==> src/rtl/pipe_pkg.sv <==
// Purpose : shared sizing helpers and limits for the pipe_delay_line family.
// Latency : n/a (package only).
// Backpressure: n/a (package only).
//
// Contents:
//   PIPE_DEPTH_MAX  largest DEPTH accepted at elaboration
//   clog2_cnt()     width of a counter able to hold 0..depth inclusive
package pipe_pkg;

    localparam int PIPE_DEPTH_MAX = 16;

    // Bits needed to represent the values 0..depth. A full line holds
    // `depth` valid stages, so the count must reach depth itself, not depth-1.
    // depth=1 yields 1 bit, depth=3 yields 2 bits, depth=4 yields 3 bits.
    function automatic int clog2_cnt(input int depth);
        int w;
        w = 1;
        while ((1 << w) < (depth + 1)) begin
            w = w + 1;
        end
        return w;
    endfunction

endpackage : pipe_pkg

==> src/rtl/pipe_stage_reg.sv <==
// Purpose : one register stage of {valid, payload} for the delay line.
// Latency : 1 enabled clock from d_* to q_*.
// Backpressure: enable=0 holds the stage; flush clears valid only, payload follows enable.
//
// Ports:
//   clk, reset          rising-edge clock, async active-high reset to {0, RESET_VAL}
//   enable              1 = load d_* this edge, 0 = hold
//   flush               1 = force q_valid to 0 (takes priority over enable for valid)
//   d_valid, d_data     value presented by the previous stage (or the line input)
//   q_valid, q_data     registered stage contents
module pipe_stage_reg
    import pipe_pkg::*;
#(
    parameter int               WIDTH     = 8,
    parameter logic [WIDTH-1:0] RESET_VAL = '0
) (
    input  logic             clk,
    input  logic             reset,
    input  logic             enable,
    input  logic             flush,
    input  logic             d_valid,
    input  logic [WIDTH-1:0] d_data,
    output logic             q_valid,
    output logic [WIDTH-1:0] q_data
);

    // Payload moves whenever the line advances, even during a flush, so the
    // contents of invalid stages stay deterministic.
    always_ff @(posedge clk or posedge reset) begin
        if (reset) begin
            q_data <= RESET_VAL;
        end else if (enable) begin
            q_data <= d_data;
        end
    end

    // Valid is cleared by flush regardless of enable; otherwise it shifts
    // with the payload.
    always_ff @(posedge clk or posedge reset) begin
        if (reset) begin
            q_valid <= 1'b0;
        end else if (flush) begin
            q_valid <= 1'b0;
        end else if (enable) begin
            q_valid <= d_valid;
        end
    end

endmodule : pipe_stage_reg

==> src/rtl/pipe_delay_line.sv <==
// Purpose : DEPTH-stage {valid, payload} delay line with stall, flush and a live valid count.
// Latency : exactly DEPTH enabled clocks from in_* to out_*; stalled cycles only add delay.
// Backpressure: enable=0 stalls every stage (inputs ignored); flush=1 turns all stages into bubbles.
//
// Ports:
//   clk, reset          rising-edge clock, async active-high reset
//   enable              1 = advance the line one stage, 0 = hold everything
//   flush               1 = clear every valid bit (payloads still follow enable)
//   in_valid, in_data   token entering stage 0
//   out_valid, out_data contents of the last stage (registered)
//   stage_vld           valid bit of every stage, bit i = stage i (registered)
//   count               number of valid stages, kept as its own register
module pipe_delay_line
    import pipe_pkg::*;
#(
    parameter int               WIDTH     = 8,
    parameter int               DEPTH     = 3,
    parameter logic [WIDTH-1:0] RESET_VAL = '0,
    localparam int              CW        = clog2_cnt(DEPTH)
) (
    input  logic             clk,
    input  logic             reset,
    input  logic             enable,
    input  logic             flush,
    input  logic             in_valid,
    input  logic [WIDTH-1:0] in_data,
    output logic             out_valid,
    output logic [WIDTH-1:0] out_data,
    output logic [DEPTH-1:0] stage_vld,
    output logic [CW-1:0]    count
);

    // Reject parameter sets the line was never meant to support.
    if (DEPTH < 1 || DEPTH > PIPE_DEPTH_MAX || WIDTH < 1) begin : g_bad_params
        $error("pipe_delay_line: need 1 <= DEPTH <= %0d and WIDTH >= 1 (DEPTH=%0d WIDTH=%0d)",
               PIPE_DEPTH_MAX, DEPTH, WIDTH);
    end

    // Chain index 0 is the line input; index i+1 is the output of stage i.
    logic [DEPTH:0]   v_chain;
    logic [WIDTH-1:0] d_chain [0:DEPTH];

    assign v_chain[0] = in_valid;
    assign d_chain[0] = in_data;

    for (genvar i = 0; i < DEPTH; i++) begin : g_stage
        pipe_stage_reg #(
            .WIDTH     (WIDTH),
            .RESET_VAL (RESET_VAL)
        ) u_stage (
            .clk     (clk),
            .reset   (reset),
            .enable  (enable),
            .flush   (flush),
            .d_valid (v_chain[i]),
            .d_data  (d_chain[i]),
            .q_valid (v_chain[i+1]),
            .q_data  (d_chain[i+1])
        );
    end

    assign stage_vld = v_chain[DEPTH:1];
    assign out_valid = v_chain[DEPTH];
    assign out_data  = d_chain[DEPTH];

    // Incremental occupancy: +1 for a token entering, -1 for the one leaving
    // the last stage. The subtraction cannot wrap because a valid last stage
    // implies count >= 1, and the sum cannot pass DEPTH because an entering
    // token into a full line is always matched by one leaving.
    logic [CW-1:0] count_q;

    always_ff @(posedge clk or posedge reset) begin
        if (reset) begin
            count_q <= '0;
        end else if (flush) begin
            count_q <= '0;
        end else if (enable) begin
            count_q <= count_q + CW'(in_valid) - CW'(v_chain[DEPTH]);
        end
    end

    assign count = count_q;

endmodule : pipe_delay_line

==> config.mk <==
export PLATFORM = sky130hd
export DESIGN_NAME = pipe_delay_line
export DESIGN_NICKNAME = d
export VERILOG_FILES = /design/src/rtl/pipe_pkg.sv /design/src/rtl/pipe_stage_reg.sv /design/src/rtl/pipe_delay_line.sv
export SDC_FILE = /design/constraint.sdc
export NUM_CORES = 1
export LEC_CHECK = 0
export CAP_MARGIN = 20
export CORE_ASPECT_RATIO = 1.4
export CORE_MARGIN = 10
export CORE_UTILIZATION = 50
export DETAILED_ROUTE_END_ITERATION = 8
export DONT_BUFFER_PORTS = 1
export PLACE_DENSITY = 0.72
export SLEW_MARGIN = 10
export SYNTH_ARGS = -nofsm -noshare
export SYNTH_HDL_FRONTEND = slang
export SYNTH_SLANG_ARGS = --single-unit
==> constraint.sdc <==
create_clock -name clk -period 1.5 [get_ports clk]
set_input_delay 0.15 -clock clk [delete_from_list [all_inputs] [get_ports clk]]
set_output_delay 0.15 -clock clk [all_outputs]
set_load 0.005 [all_outputs]
==> metrics.md <==
| Metric | Value |
|---|---|
| Status | `finished clean` |
| Worst stage delay on the critical path | `400 ps` |
| Final Hold Vio Count | `0` |
| WS Path Type | `reg2reg` |
| Global route total overflow | `0` |
| GRT met1 Usage | `9.94%` |
| CTS tree | `yes` |
| R2r worst-path depth | `6` |
| Wire per inst | `15.5 µm` |
| Post-Route Utilization | `60.1%` |
| Core box area | `2390 µm²` |
| Main area contributors after synthesis | `dfrtp_1 59%, mux2_2 22%, buf_4 6.7%` |
| # nets final | `114` |
| Clock Skew | `4.93 ps` |
| Hold-critical path depth | `2` |
| Drt pass-1 iters | `3` |
| Leakage | `0.647 nW` |
| DR iter-0 viols | `15` |
| Inserted Clock Buffers | `5` |
| Power Dens Cells | `1100 nW/µm²` |
| Max frequency | `689 MHz` |
| GP Congestion | `0.626` |
| Area post-placement | `1180 µm²` |
| Multi-input combinational cell area | `403 µm²` |
| Syn nets | `100` |
| Worst-Margin Slew | `870 ps` |
| Die Y | `78.8 µm` |
| Cells after synthesis | `85` |
| Number of global-route vias before repair | `777` |
| DPL Wire Length | `1.34 mm` |
| Root Buffer | `clkbuf_4` |
| Residual DRC | `0` |
| CP endpoint kind | `flop` |
| Total number of yosys warnings | `0` |
| Total Power | `1.58 mW` |
| Post-CTS Setup Bufs | `0` |
| Minimum clock period after layout | `1450 ps` |
| FP Rows | `21` |
| Initial Util | `51.7%` |
| Sequential fraction of the synthesis area | `58.7%` |
| Vias/cell | `4.90` |
| DIE AREA | `4890 µm²` |
| Largest fanout on the critical path | `2` |
| Startpoint types | `flop` |
| RSZ-0062 raised after global routing | `yes` |
| CTS clk-pin slew, worst paths | `80 ps` |
| Met2 Use GR | `14.1%` |
| Sequential cell area | `726 µm²` |
| Worst skew pair latency | `300 ps` |
| I/O Buffers | `0` |
| Critical Path RT | `1700 ps` |
| ANT cells | `0` |
| H-tree depth | `2` |
| Slew headroom | `42.0%` |
| Die width | `62.0 µm` |
| Final Setup Violations | `0` |
| IO Count | `27` |
| Worst Path Arrival | `1650 ps` |
| First-pass GRT wire length | `3.48 mm` |
| Hold Crit Class | `in2reg` |
| Clk sinks | `29` |
| Register bit count reported by yosys | `29` |
| Syn_area_per_cell | `14.5 µm²` |
| Netlist cell types | `12` |
| Global-route usage over all layers | `9.48%` |
| Peak VDD IR | `0.000719 V` |
| Synth-to-Final Area Change | `16.2%` |
| GRT Max-Usage Layer | `met2` |
| # fillers | `196` |
| Ratio of cells with drive above 1 in the final layout | `35.0%` |
| CTS Buffer Depth | `2` |
| Cell taking the most area after synthesis | `dfrtp_1` |
| Fin area | `1440 µm²` |
| Post-synth top area share | `58.7%` |
| Largest net degree at the start of global routing | `30` |
| Slew Limit Fails | `0` |
| Final wirelength | `2.07 mm` |
| Cell area after synthesis | `1240 µm²` |
| Post-DRT Antenna Nets | `0` |
| GRT met3 Usage | `4.78%` |
| Vias | `657` |
| Crit share post-route | `96.7%` |
| Maxcap violations | `0` |
| Initial antenna violation count | `0` |
| Crit-path cells | `ha_1, inv_2, ha_4, xor2_2, a21oi_1, a31o_1` |
| Highest-delay cell along the critical path | `dfrtp_1` |
-- Yosys cell counts --
library cell / number
a31o_1: 1
dfrtp_1: 29
mux2_2: 24
mux2i_1: 4
a21oi_1: 1
inv_1: 3
ha_1: 2
nor2_1: 5
buf_4: 11
nand2b_1: 1
xor2_1: 1
buf_6: 3
-- sequential cells by signal (all words and copies together), names as in the netlist --
register,cells
g_stage.u_stage.q_data,24
g_stage.u_stage.q_valid,3
count,2
-- critical path, delay by kind of cell, from the launching register on --
kind	cells	cell delay [ps]
buffers and inverters	1	70
adder cells (fa/ha/maj)	2	440
flip-flops	1	400
AO/OA/AOI/OAI	2	270
XOR/XNOR	1	160
-- final cells by class --
class,instances,share of cell area [%]
Clock buffer,8,3.40
Inverter,3,0.784
Multi-Input combinational cell,39,28.0
Sequential cell,29,50.5
Tap cell,34,2.96
Timing Repair Buffer,21,14.3
-- logic make-up (layout without fill, tap and decap cells) --
kind of cell | after synthesis | count (layout) | synth area share, %
AOI/OAI and AO/OA | 2 | 2 | 1.11
xor gates and xnor gates | 1 | 1 | 0.709
adders and majority gates | 2 | 2 | 2.02
buffers and inverters | 17 | 32 | 10.3
DFF | 29 | 29 | 58.7
muxes | 28 | 28 | 25.1
and+or+nand+nor | 6 | 6 | 2.02
-- per-stage QoR --
step                      std cells  hold WS, ps  setup WS, ps  TNS [ps]
final                           134         11.8          49.6         0
after global routing            134         20.5         -6.17     -6.17
after CTS                       134        0.378          3.13         0
after detailed placement        108          139         -13.7     -13.7
after global placement          108          122           117         0
after floorplan                  85          216          80.8         0
-- repair_timing --
action	CTS	global route
hold endpoints to repair	58	0
setup endpoints to repair	1	19
pin swaps	4	2
hold buffers	18	0
resized for setup	2	3
-- worst paths after layout --
| check | from | end | slack [ps] |
|---|---|---|---|
| setup / recovery | g_stage[2].u_stage.q_valid | count[1] | 50 |
| hold / removal | in_valid | g_stage[0].u_stage.q_valid | 10 |
| setup reg to reg | g_stage[2].u_stage.q_valid | count[1] | 50 |
| hold reg to reg | g_stage[1].u_stage.q_data[1] | g_stage[1].u_stage.q_data[1] | 510 |
| max in group asynchronous | reset | g_stage[1].u_stage.q_valid | 880 |
| min in group asynchronous | reset | g_stage[0].u_stage.q_data[5] | 360 |
-- routing by layer --
layer  vias up  share of wire (%)
met2        25                 50
met3        10                 11
li1        301                  -
met5         -                  0
met1       321                 36
met4         0                3.6
-- cell usage in the layout, fill, tap and decap left out, drive strengths merged --
cell type / count
dfrtp: 29
nor2: 5
a31o: 1
clkbuf: 8
a21oi: 1
nand2b: 1
buf: 3
mux2i: 4
ha: 2
dlymetal6s4s: 1
inv: 3
mux2: 24
dlygate4sd3: 17
xor2: 1
-- where the power goes --
| group | internal (mW) | leakage [nW] | total (mW) | switching, mW |
|---|---|---|---|---|
| Clock | 0.187 | 0.0265 | 0.418 | 0.232 |
| Sequential | 0.884 | 0.349 | 0.951 | 0.0663 |
| Combinational | 0.142 | 0.271 | 0.213 | 0.0709 |
| Total | 1.21 | 0.647 | 1.58 | 0.369 |
Note: power is estimated with default switching activity, not from simulation.
